`config.mk`:
```
export PLATFORM = sky130hd
export DESIGN_NAME = mem_access_stage_flat
export DESIGN_NICKNAME = d
export VERILOG_FILES = /design/src/rtl/mem_access_stage_pkg.sv /design/src/rtl/mem_access_stage_if.sv /design/src/rtl/mem_access_stage_ex_mem_latch.sv /design/src/rtl/mem_access_stage.sv /design/src/flat_wrapper.sv
export SDC_FILE = /design/constraint.sdc
export NUM_CORES = 1
export LEC_CHECK = 0
export ABC_AREA = 1
export CAP_MARGIN = 20
export CORE_AREA = 2 2 83 101
export DETAILED_ROUTE_END_ITERATION = 7
export DIE_AREA = 0 0 85 103
export PLACE_DENSITY = 0.83
export SYNTH_ARGS = -nofsm -noshare
export SYNTH_HDL_FRONTEND = slang
export SYNTH_SLANG_ARGS = --single-unit
```
`constraint.sdc`:
```
create_clock -name clk -period 2.4 [get_ports clk]
set_input_delay 0.24 -clock clk [delete_from_list [all_inputs] [get_ports clk]]
set_output_delay 0.24 -clock clk [all_outputs]
set_load 0.05 [all_outputs]
```
`src/rtl/mem_access_stage_pkg.sv`:
```
// Shared types and constants for the EX/MEM memory-access stage.
package mem_access_stage_pkg;

  localparam int WORD_W = 16;
  localparam int REG_W  = 3;

  // Two-bit FSM encoding of the memory-access controller.
  typedef enum logic [1:0] {
    ST_IDLE   = 2'd0,
    ST_REQ    = 2'd1,
    ST_WAIT   = 2'd2,
    ST_HALTED = 2'd3
  } state_t;

  // Fields held across a multi-cycle memory access.
  typedef struct packed {
    logic [WORD_W-1:0] alu_result;
    logic [WORD_W-1:0] store_data;
    logic              mem_read;
    logic              mem_write;
    logic              reg_write;
    logic [REG_W-1:0]  wr_reg;
  } ex_fields_t;

  // Counter wide enough to hold MEM_TIMEOUT-1 with one spare bit.
  function automatic int cnt_width(input int timeout);
    return $clog2(timeout) + 1;
  endfunction

  // A memory op is rejected if it is both read and write, or word-misaligned.
  function automatic logic mem_op_illegal(input logic rd, input logic wr,
                                          input logic [WORD_W-1:0] addr);
    return (rd & wr) | addr[0];
  endfunction

endpackage

```
`src/rtl/mem_access_stage_if.sv`:
```
// Request/done handshake bus between the memory-access stage and data memory.
interface mem_access_stage_if;
  import mem_access_stage_pkg::*;

  logic              mem_req;
  logic              mem_wr;
  logic [WORD_W-1:0] mem_addr;
  logic [WORD_W-1:0] mem_wdata;
  logic              mem_stall;
  logic              mem_done;
  logic [WORD_W-1:0] mem_rdata;

  modport master (
    output mem_req, mem_wr, mem_addr, mem_wdata,
    input  mem_stall, mem_done, mem_rdata
  );

  modport slave (
    input  mem_req, mem_wr, mem_addr, mem_wdata,
    output mem_stall, mem_done, mem_rdata
  );

endinterface

```
`src/rtl/mem_access_stage_ex_mem_latch.sv`:
```
// Enable-loaded register bank holding the EX/MEM fields of the accepted packet.
module ex_mem_latch
  import mem_access_stage_pkg::*;
(
  input  logic       clk,
  input  logic       rst,
  input  logic       load_en,
  input  ex_fields_t d,
  output ex_fields_t q
);

  // Capture the execute packet when the controller accepts it.
  always_ff @(posedge clk or posedge rst) begin
    if (rst) begin
      q <= '0;
    end else if (load_en) begin
      q <= d;
    end else begin
      q <= q;
    end
  end

endmodule

```
`src/rtl/mem_access_stage.sv`:
```
// EX/MEM stage: accepts execute packets, runs the data-memory handshake for
// loads/stores, and emits a one-cycle registered writeback packet.
module mem_access_stage
  import mem_access_stage_pkg::*;
#(
  parameter int MEM_TIMEOUT = 16
) (
  input  logic               clk,
  input  logic               rst,
  input  logic               ex_valid,
  input  logic [WORD_W-1:0]  ex_alu_result,
  input  logic [WORD_W-1:0]  ex_store_data,
  input  logic               ex_mem_read,
  input  logic               ex_mem_write,
  input  logic               ex_reg_write,
  input  logic [REG_W-1:0]   ex_wr_reg,
  input  logic               ex_halt,
  output logic               ex_stall,
  mem_access_stage_if.master mem,
  output logic               wb_valid,
  output logic [WORD_W-1:0]  wb_data,
  output logic [REG_W-1:0]   wb_reg,
  output logic               wb_reg_write,
  output logic               wb_err,
  output logic               wb_halt
);

  localparam int CNT_W = cnt_width(MEM_TIMEOUT);

  state_t             state_r, state_nxt_s;
  logic [CNT_W-1:0]   cnt_r, cnt_nxt_s;
  logic               latch_en_s;
  ex_fields_t         lat_d_s, lat_q_s;

  logic               wb_valid_nxt_s, wb_err_nxt_s, wb_halt_nxt_s, wb_reg_write_nxt_s;
  logic [WORD_W-1:0]  wb_data_nxt_s;
  logic [REG_W-1:0]   wb_reg_nxt_s;

  assign lat_d_s = '{alu_result: ex_alu_result, store_data: ex_store_data,
                     mem_read: ex_mem_read, mem_write: ex_mem_write,
                     reg_write: ex_reg_write, wr_reg: ex_wr_reg};

  ex_mem_latch u_latch (
    .clk     (clk),
    .rst     (rst),
    .load_en (latch_en_s),
    .d       (lat_d_s),
    .q       (lat_q_s)
  );

  assign ex_stall      = (state_r != ST_IDLE);
  assign mem.mem_req   = (state_r == ST_REQ);
  assign mem.mem_wr    = lat_q_s.mem_write;
  assign mem.mem_addr  = lat_q_s.alu_result;
  assign mem.mem_wdata = lat_q_s.store_data;

  // Next-state, timeout counter and writeback packet selection.
  always_comb begin
    state_nxt_s        = state_r;
    cnt_nxt_s          = cnt_r;
    latch_en_s         = 1'b0;
    wb_valid_nxt_s     = 1'b0;
    wb_err_nxt_s       = 1'b0;
    wb_halt_nxt_s      = 1'b0;
    wb_reg_write_nxt_s = 1'b0;
    wb_data_nxt_s      = wb_data;
    wb_reg_nxt_s       = wb_reg;
    case (state_r)
      ST_IDLE: begin
        if (ex_valid) begin
          latch_en_s = 1'b1;
          if (ex_halt) begin
            wb_valid_nxt_s = 1'b1;
            wb_halt_nxt_s  = 1'b1;
            wb_data_nxt_s  = ex_alu_result;
            wb_reg_nxt_s   = ex_wr_reg;
            state_nxt_s    = ST_HALTED;
          end else if (!ex_mem_read && !ex_mem_write) begin
            wb_valid_nxt_s     = 1'b1;
            wb_reg_write_nxt_s = ex_reg_write;
            wb_data_nxt_s      = ex_alu_result;
            wb_reg_nxt_s       = ex_wr_reg;
          end else if (mem_op_illegal(ex_mem_read, ex_mem_write, ex_alu_result)) begin
            wb_valid_nxt_s = 1'b1;
            wb_err_nxt_s   = 1'b1;
            wb_data_nxt_s  = ex_alu_result;
            wb_reg_nxt_s   = ex_wr_reg;
          end else begin
            state_nxt_s = ST_REQ;
          end
        end else begin
          state_nxt_s = ST_IDLE;
        end
      end
      ST_REQ: begin
        if (!mem.mem_stall) begin
          state_nxt_s = ST_WAIT;
          cnt_nxt_s   = {CNT_W{1'b0}};
        end else begin
          state_nxt_s = ST_REQ;
        end
      end
      ST_WAIT: begin
        if (mem.mem_done) begin
          wb_valid_nxt_s     = 1'b1;
          wb_data_nxt_s      = lat_q_s.mem_read ? mem.mem_rdata : lat_q_s.alu_result;
          wb_reg_nxt_s       = lat_q_s.wr_reg;
          wb_reg_write_nxt_s = lat_q_s.reg_write & lat_q_s.mem_read;
          state_nxt_s        = ST_IDLE;
        end else if (cnt_r == CNT_W'(MEM_TIMEOUT - 1)) begin
          wb_valid_nxt_s = 1'b1;
          wb_err_nxt_s   = 1'b1;
          wb_data_nxt_s  = lat_q_s.alu_result;
          wb_reg_nxt_s   = lat_q_s.wr_reg;
          cnt_nxt_s      = {CNT_W{1'b0}};
          state_nxt_s    = ST_IDLE;
        end else begin
          cnt_nxt_s = cnt_r + CNT_W'(1);
        end
      end
      ST_HALTED: begin
        state_nxt_s = ST_HALTED;
      end
      default: begin
        state_nxt_s = ST_IDLE;
      end
    endcase
  end

  // State, counter and registered writeback outputs.
  always_ff @(posedge clk or posedge rst) begin
    if (rst) begin
      state_r      <= ST_IDLE;
      cnt_r        <= {CNT_W{1'b0}};
      wb_valid     <= 1'b0;
      wb_data      <= {WORD_W{1'b0}};
      wb_reg       <= {REG_W{1'b0}};
      wb_reg_write <= 1'b0;
      wb_err       <= 1'b0;
      wb_halt      <= 1'b0;
    end else begin
      state_r      <= state_nxt_s;
      cnt_r        <= cnt_nxt_s;
      wb_valid     <= wb_valid_nxt_s;
      wb_data      <= wb_data_nxt_s;
      wb_reg       <= wb_reg_nxt_s;
      wb_reg_write <= wb_reg_write_nxt_s;
      wb_err       <= wb_err_nxt_s;
      wb_halt      <= wb_halt_nxt_s;
    end
  end

endmodule

```
`src/flat_wrapper.sv`:
```
// flat-port wrapper written by rule: the top's interface ports become plain ports
module mem_access_stage_flat import mem_access_stage_pkg::*;
#(
  parameter int MEM_TIMEOUT = 16
)
  (clk, rst, ex_valid, ex_alu_result, ex_store_data, ex_mem_read, ex_mem_write, ex_reg_write, ex_wr_reg, ex_halt, ex_stall, wb_valid, wb_data, wb_reg, wb_reg_write, wb_err, wb_halt, mem_mem_req, mem_mem_wr, mem_mem_addr, mem_mem_wdata, mem_mem_stall, mem_mem_done, mem_mem_rdata);
  mem_access_stage_if mem_i ();
  input  logic clk;
  input  logic rst;
  input  logic ex_valid;
  input  logic [WORD_W-1:0] ex_alu_result;
  input  logic [WORD_W-1:0] ex_store_data;
  input  logic ex_mem_read;
  input  logic ex_mem_write;
  input  logic ex_reg_write;
  input  logic [REG_W-1:0] ex_wr_reg;
  input  logic ex_halt;
  output logic ex_stall;
  output logic wb_valid;
  output logic [WORD_W-1:0] wb_data;
  output logic [REG_W-1:0] wb_reg;
  output logic wb_reg_write;
  output logic wb_err;
  output logic wb_halt;
  output wire logic [$bits(mem_i.mem_req)-1:0] mem_mem_req;
  output wire logic [$bits(mem_i.mem_wr)-1:0] mem_mem_wr;
  output wire logic [$bits(mem_i.mem_addr)-1:0] mem_mem_addr;
  output wire logic [$bits(mem_i.mem_wdata)-1:0] mem_mem_wdata;
  input wire logic [$bits(mem_i.mem_stall)-1:0] mem_mem_stall;
  input wire logic [$bits(mem_i.mem_done)-1:0] mem_mem_done;
  input wire logic [$bits(mem_i.mem_rdata)-1:0] mem_mem_rdata;
  assign mem_mem_req = mem_i.mem_req;
  assign mem_mem_wr = mem_i.mem_wr;
  assign mem_mem_addr = mem_i.mem_addr;
  assign mem_mem_wdata = mem_i.mem_wdata;
  assign mem_i.mem_stall = mem_mem_stall;
  assign mem_i.mem_done = mem_mem_done;
  assign mem_i.mem_rdata = mem_mem_rdata;
  mem_access_stage #(.MEM_TIMEOUT(MEM_TIMEOUT)) u_core (.clk(clk), .rst(rst), .ex_valid(ex_valid), .ex_alu_result(ex_alu_result), .ex_store_data(ex_store_data), .ex_mem_read(ex_mem_read), .ex_mem_write(ex_mem_write), .ex_reg_write(ex_reg_write), .ex_wr_reg(ex_wr_reg), .ex_halt(ex_halt), .ex_stall(ex_stall), .mem(mem_i), .wb_valid(wb_valid), .wb_data(wb_data), .wb_reg(wb_reg), .wb_reg_write(wb_reg_write), .wb_err(wb_err), .wb_halt(wb_halt));
endmodule
```
==> Word-level counts from Yosys, hierarchy flattened <==
Index checks and enable logic that the tools add are counted.
{ "word_totals": {"word_cells": 88, "out_inout_bits": 58, "register_bits": 68, "input_bits": 60} }
{ "op_classes": {"bitwise": 3, "eq_ne": 11, "n_reduce_logical": 10, "muxes": 49, "n_addsub": 1} }
{ "ops": {"columns": ["cell", "count"], "rows": [
  ["$mux 16", 7],
  ["$pmux 16 s2", 1],
  ["$mux 1", 19],
  ["$mux 3", 6],
  ["$mux 5", 3],
  ["$mux 2", 7],
  ["$pmux 5 s2", 1],
  ["$ne 4x4->1 const B", 2],
  ["$pmux 2 s4", 1],
  ["$ne 2x2->1 const B", 3],
  ["$pmux 1 s2", 3],
  ["$pmux 3 s2", 1],
  ["$reduce_and 3->1", 2],
  ["$reduce_bool 2->1", 3],
  ["$add 5x1->5 const B", 1],
  ["$eq 5x4->1 const B", 1],
  ["$eq 2x2->1 const B", 2],
  ["$ne 4x2->1 const B", 1],
  ["$reduce_and 4->1", 1],
  ["$ne 3x2->1 const B", 1],
  ["$and 1x1->1", 2],
  ["$eq 2x1->1 const B", 1],
  ["$logic_not 1->1", 2],
  ["$logic_not 2->1", 1],
  ["2 further kinds", 2]
]} }

==> Logic depth before layout (Yosys ltp) <==
Gate-level depths: netlist of run 1.
{ "depth": {"depth_word": 7, "ltp_mapped": 9, "depth_no_buf": 7} }

==> Modules after synthesis <==
A second synthesis of run 1 with hierarchy kept.
{ "unflattened": {"cells_unflattened": 461, "hier_area_um2": 3419.5} }
{ "by_module_without_submodules": {"columns": ["mod", "cells_each", "instances", "area_each_um2", "seq_area_each_um2"], "rows": [
  ["mem_access_stage", 299, 1, 1963.1, 750.7],
  ["ex_mem_latch", 162, 1, 1456.4, 950.9]
]} }

==> Worst setup path before layout of run 1 <==
No wires, ideal clock.
{ "synth_timing": {"path_kind": "reg-to-reg", "startpoint": "register u_core.state_r[1]", "endpoint": "register u_core.cnt_r[2]", "synth_period_minus_slack_ns": 1.790, "arrival_ns": 1.670, "required_time_ns": 2.280, "setup_time_ns": 0.120, "path_stages_with_launch": 6, "path_slack_ns": 0.610, "cell_sequence": "dfrtp_1 buf_4 nor2_1 nand2_1 a21oi_1 nor2_1"} }
{ "synth_between": {"elab_chain_cells": 3} }
{ "synth_rtl": {"columns": ["element", "line_no", "text"], "rows": [
  ["start: declaration", "mem_access_stage.sv:30", "state_t state_r, state_nxt_s;"],
  ["start signal: assignment", "mem_access_stage.sv:142", "state_r <= state_nxt_s;"],
  ["$eq 2x1->1 (*)", null, null],
  ["net mem_mem_req", "flat_wrapper.sv:25", "output wire logic [$bits(mem_i.mem_req)-1:0] mem_mem_req;"],
  ["$ne 2x2->1 (no line) / $reduce_bool 2->1 (equally long branches)", null, null],
  ["$reduce_and 3->1 (no line)", null, null],
  ["end signal: assignment", "mem_access_stage.sv:134", "cnt_r <= {CNT_W{1'b0}};"],
  ["end signal: assignment", "mem_access_stage.sv:143", "cnt_r <= cnt_nxt_s;"],
  ["end: declaration", "mem_access_stage.sv:31", "logic [CNT_W-1:0] cnt_r, cnt_nxt_s;"]
]} }
Mark *: on every way through the listed nets, which the timed path passes. The rest lies on a longest branch.
A chain may end at the register's enable or synchronous reset.

==> Worst setup path in the final report of run 1 <==
{ "layout_timing": {"startpoint": "register u_core.state_r[0]", "endpoint": "output mem_mem_req"} }
{ "layout_between": {"elab_chain_cells": 1} }
{ "layout_rtl": {"columns": ["element", "line_no", "text"], "rows": [
  ["$eq 2x1->1", "mem_access_stage.sv:52", "assign mem.mem_req = (state_r == ST_REQ);"],
  ["end: declaration", "flat_wrapper.sv:25", null]
]} }
Every way passes these cells.

==> reports/results.txt, run 1 <==
Clk_skew - 0.0124 ns
Nets - 575
Max Fanout on Critical Path - 6
Synth-to-layout area growth - 34.4%
Endpoint type of the worst setup path - output pin
CORE AREA - 0.00788 mm2
Startpoint Class - flop
Die H - 103 um
Global Route Usage Sum - 20.5%
Final wirelength - 8640 um
Post-CTS Resized - 0
Register area share after synthesis - 48.7%
Starting Density - 44.3%
Period utilization - 89.3%
Netlist cell types - 24
Clock Latency Late Sink - 0.35 ns
Mean post-synth cell area - 8.11 um2
Largest registers - u_core.u_latch.q: 38 flops, u_core.wb_data: 16 flops, u_core.cnt_r: 5 flops
Synthesized flop and latch total - 68
Critical path type - reg -> out
Routed len/inst - 14.1 um
Asr flop ratio synth - 100%
CTS clock-pin slew for the worst setup and hold paths - 0.08 ns
Min Hold Slack - 0.268 ns
Ys Warns - 0
Clk sinks - 68
Vias - 3042
Most frequent cell after synthesis - nand2_1
Initial antenna violation count - 0
Clk root buf - clkbuf_8
Grt ovf - 0
CTS Buf Count - 9
Max reg flops - 38
Final Hold Vio Count - 0
RSZ-0062 raised after global routing - false
Largest net degree at the start of global routing - 69
Max-cap violations - 0
Post-synth EDFFs - 0
Post-synthesis instance total - 431
# port buffers - 117
Drt pass-1 iters - 4
Critical-path cell list - inv_2 > nor2_1 > clkdlybuf4s50_1
Die footprint - 0.00876 mm2
Ports - 118
Clk buf depth - 2
Crit path max-delay family - buffers and inverters
Leak - 2.33 nW
Outcome - finished, final reports clean
Post-CTS Hold Fix Bufs - 0
Worst Path Required - 2.16 ns
Crit path arrival time - 1.90 ns
DPL Wire Length - 6330 um
Largest cells by area after synthesis - dfrtp_1, nand2_1, buf_4
Synth area leader - dfrtp_1
Worst slew margin - 53.9%
CTS tree - done
Number of global-route vias before repair - 3041
Finish-stage setup viols - 0
Antenna fix cells - 0
Yosys top cell area share - 48.7%
Fmax - 466 MHz
Pins Over Slew Limit - 0
H-tree lvl count - 3
Syn nets - 492
Power Density - 1530 mW/mm2
Mapped cell area - 0.00350 mm2
Largest register by flop count - u_core.u_latch.q
Initial DRC Count - 165
Peak supply drop - 0.939 mV
Final TNS setup - 0 ns
Worst path max stage delay - 0.83 ns
Post-CTS setup repair buffer count - 0
CP bufs+invs - 2
Via density - 4.95
Main flop type after synthesis - dfrtp_1
Slew @ Worst Pin - 0.690 ns
GP Congestion - 0.829
Tightest Hold Check Type - in -> async
Layout cell share with drive strength beyond 1 - 8.67%
CP max stage cell - clkdlybuf4s50_1
Antenna-violating nets left - 0
Post-layout min period - 2.14 ns
Commonest cells post-synth - nand2_1, dfrtp_1, buf_4
Total Power - 7.18 mW
FP Rows - 36
DRC errors left - 0
First-pass GRT wire length - 14100 um
Die width - 85 um
==> layer usage <==
layer | GRT usage (%) | vias to the layer above | wire length, um
li1 | - | 1496 | -
met1 | 23.4 | 1413 | 3480
met2 | 36.3 | 120 | 4250
met3 | 6.08 | 13 | 767
met4 | 7.69 | 0 | 141
met5 | 0 | - | 0
==> stage by stage <==
step | cell area (um2) | utilization (%) | worst slack [ns] | cells
floorplan | 3500 | - | 0.448 | 431
global placement | 4500 | 57.0 | 0.638 | 598
detailed placement | 4500 | 57.0 | 0.587 | 598
CTS | 4700 | 59.6 | 0.244 | 614
global route | 4700 | 59.6 | 0.162 | 614
finish | 4700 | 59.6 | 0.256 | 614
==> where the power goes <==
group	switching [mW]	total, mW	internal [mW]	leakage, nW
Combinational	2.85	4.22	1.37	1.38
Clock	0.442	0.948	0.506	0.0983
Sequential	0.345	2.01	1.67	0.852
==> worst reg2reg max path: stages (launching register included) <==
cell and delay (ns):
dfrtp_1 0.45, inv_2 0.15, nand2_1 0.43, nor2_1 0.34
nand2_2 0.16, nand4_1 0.12, nand2_1 0.07
==> final cells by class <==
class / instances / area [um2]
fill: 657 / 3180
multi-input combinational: 281 / 1320
clock inverter: 6 / 63.8
tap: 95 / 119
clock buffer: 10 / 138
timing repair buffer: 124 / 1250
inverter: 30 / 113
sequential: 68 / 1700
==> path summary, 6_finish.rpt <==
| check | slack (ns) | cells after the start | to | start |
|---|---|---|---|---|
| min | 0.27 | 3 | u_core.u_latch.q[24]$_DFFE_PP0P_ | rst |
| max in group asynchronous | 1.83 | 3 | u_core.state_r[0]$_DFFE_PP0P_ | rst |
| min in group clk | 0.43 | 3 | u_core.u_latch.q[20]$_DFFE_PP0P_ | ex_store_data[14] |
| max reg2reg | 0.58 | 6 | u_core.wb_reg[0]$_DFFE_PP0P_ | u_core.state_r[0]$_DFFE_PP0P_ |
| min reg2reg | 0.47 | 2 | u_core.u_latch.q[11]$_DFFE_PP0P_ | u_core.u_latch.q[11]$_DFFE_PP0P_ |
| max | 0.26 | 3 | mem_mem_req | u_core.state_r[0]$_DFFE_PP0P_ |
==> cell usage in the layout (no fill, tap or decap), drive strengths merged <==
master,count
a21oi,4
buf,7
bufinv,1
clkbuf,10
clkdlybuf4s50,117
clkinv,3
clkinvlp,2
dfrtp,68
ha,1
inv,30
nand2,187
nand3,28
nand4,5
nor2,12
o211ai,15
o21ai,24
o22ai,4
xor2,1
==> kinds of logic after synthesis <==
logic type | synth area share, %
simple gates | 29.1
xor+xnor | 0.251
compound gates | 7.95
flops | 48.7
buf+inv | 13.7
fa+ha+maj | 0.358
Power figures use the tool's default switching activity.
==> inputs of run 2 (changes only) <==
--- a/config.mk
+++ b/config.mk
@@ -7,10 +7,10 @@
 export LEC_CHECK = 0
 export ABC_AREA = 1
 export CAP_MARGIN = 20
-export CORE_AREA = 2 2 83 101
+export CORE_AREA = 8 8 94 113
 export DETAILED_ROUTE_END_ITERATION = 7
-export DIE_AREA = 0 0 85 103
-export PLACE_DENSITY = 0.83
+export DIE_AREA = 0 0 102 121
+export PLACE_DENSITY = 0.78
 export SYNTH_ARGS = -nofsm -noshare
 export SYNTH_HDL_FRONTEND = slang
 export SYNTH_SLANG_ARGS = --single-unit
==> constraint.sdc (replaced) <==
create_clock -name clk -period 1.8 [get_ports clk]
set_input_delay 0.18 -clock clk [delete_from_list [all_inputs] [get_ports clk]]
set_output_delay 0.18 -clock clk [all_outputs]
set_load 0.05 [all_outputs]
==> reports/results.txt, run 2 (synthesis gave the netlist of run 1 again) <==
FP Rows - 38
Die width - 102 um
Largest net degree at the start of global routing - 69
Antenna fix cells - 0
Starting Density - 39.5%
Final setup margin - 0.0521 ns
Power Density - 2020 mW/mm2
Slew @ Worst Pin - 0.551 ns
Max reg flops - 38
Pins Over Slew Limit - 0
Critical-path cell list - clkdlybuf4s50_1
Die footprint - 0.0123 mm2
CP max stage cell - clkdlybuf4s50_1
Period utilization - 97.1%
Worst path max stage delay - 0.84 ns
CTS Buf Count - 9
Crit path arrival time - 1.57 ns
RSZ-0062 raised after global routing - false
Worst Path Required - 1.62 ns
Post-Route M1 WL - 3860 um
Clock Latency Late Sink - 0.34 ns
CP bufs+invs - 1
Most frequent cells in the layout - nand2_1, clkdlybuf4s50_1, dfrtp_1
Final instance area - 0.00477 mm2
Finished Layout Cells - 642
Placed insts - 626
Worst slew margin - 63.1%
Clk_skew - 0.00844 ns
Layout cell share with drive strength beyond 1 - 9.77%
Clk root buf - clkbuf_8
Global Route Usage Sum - 15.8%
Peak supply drop - 1.04 mV
Post-layout min period - 1.75 ns
CTS clock-pin slew for the worst setup and hold paths - 0.07 ns
Leak - 2.39 nW
Routed met2 length - 4610 um
Max-cap violations - 0
Largest register by flop count - u_core.u_latch.q
DRC errors left - 0
Critical path type - reg -> out
Final wirelength - 9440 um
Nets - 578
# port buffers - 117
Met3 routed WL - 871 um
Endpoint type of the worst setup path - output pin
Final Hold Vio Count - 0
Drt pass-1 iters - 4
Startpoint Class - flop
Final TNS setup - 0 ns
Tightest Hold Check Type - in -> async
Antenna-violating nets left - 0
H-tree lvl count - 3
Fmax - 572 MHz
Vias - 3048
Filler cell count - 822
Clk sinks - 68
Place WS - 0.229 ns
Top routing layer in use - met4
Crit path max-delay family - buffers and inverters
Max Fanout on Critical Path - 2
Clk buf depth - 2
Outcome - finished, final reports clean
First-pass GRT wire length - 15300 um
Ports - 118
Dpl cell area - 0.00456 mm2
RR Startpoint - u_core.cnt_r[0]$_DFFE_PP0P_
CORE AREA - 0.00884 mm2
Commonest non-fill, non-tap cell in the layout - nand2_1
Worst Setup SP - u_core.wb_data[1]$_DFFE_PP0P_
DPL Wire Length - 7110 um
Grt ovf - 0
Number of global-route vias before repair - 3114
CTS tree - done
Initial antenna violation count - 0
Routed len/inst - 14.7 um
Die H - 121 um
Initial DRC Count - 167
Largest registers - u_core.u_latch.q: 38 flops, u_core.wb_data: 16 flops, u_core.cnt_r: 5 flops
Synth-to-layout area growth - 36.3%
Finish-stage setup viols - 0
Via density - 4.75
Min Hold Slack - 0.253 ns
GP Congestion - 0.798
-- run 2: metal layers --
metal	GRT usage, %	vias to the layer above
met4	4.78	0
li1	-	1504
met1	17.9	1421
met3	6.72	7
met5	0	-
met2	26.3	116
-- run 2: per-stage QoR --
stage	power (mW)	util (%)
after global placement	8.32	51.5
after floorplan	7.04	-
final	9.64	53.9
after global routing	10.3	53.9
after CTS	9.75	53.8
after detailed placement	8.45	51.5
-- run 2: path summary, 6_finish.rpt --
check / endpoint / cells past startpoint / slack (ns)
max: wb_data[1] / 1 / 0.05
min in group clk: u_core.u_latch.q[20]$_DFFE_PP0P_ / 3 / 0.38
min reg2reg: u_core.u_latch.q[0]$_DFFE_PP0P_ / 2 / 0.47
max in group asynchronous: u_core.wb_data[14]$_DFFE_PP0P_ / 3 / 1.21
max reg2reg: u_core.wb_data[4]$_DFFE_PP0P_ / 7 / 0.21
min: u_core.u_latch.q[35]$_DFFE_PP0P_ / 3 / 0.25
-- run 2: layout make-up --
| type | count | area, um2 | area share (%) |
|---|---|---|---|
| multi-input cells | 281 | 1320 | 27.6 |
| inverters | 30 | 116 | 2.44 |
| well taps | 120 | 150 | 3.15 |
| clock inverters | 5 | 60.1 | 1.26 |
| clock buffers | 11 | 141 | 2.97 |
| flip-flops and latches | 68 | 1700 | 35.7 |
| repair buffers | 127 | 1280 | 26.9 |
-- run 2: what timing repair did --
| item | 4_1_cts | 5_1_grt |
|---|---|---|
| hold buffers | 0 | 0 |
| resized for setup | 0 | 3 |
| buffers inserted | 0 | 0 |
| setup endpoints to repair | 0 | 3 |
-- run 2: where the power goes --
group	switching, mW	internal (mW)
logic	3.85	1.85
registers	0.455	2.22
clock network	0.579	0.683
total	4.88	4.75
==> inputs of run 3 (changes only) <==
--- a/config.mk
+++ b/config.mk
@@ -6,7 +6,6 @@
 export NUM_CORES = 1
 export LEC_CHECK = 0
 export ABC_AREA = 1
-export CAP_MARGIN = 20
 export CORE_AREA = 8 8 94 113
 export DETAILED_ROUTE_END_ITERATION = 7
 export DIE_AREA = 0 0 102 121
==> results of run 3 <==
No change in the layout: final DEF, timing and power equal those of run 2.
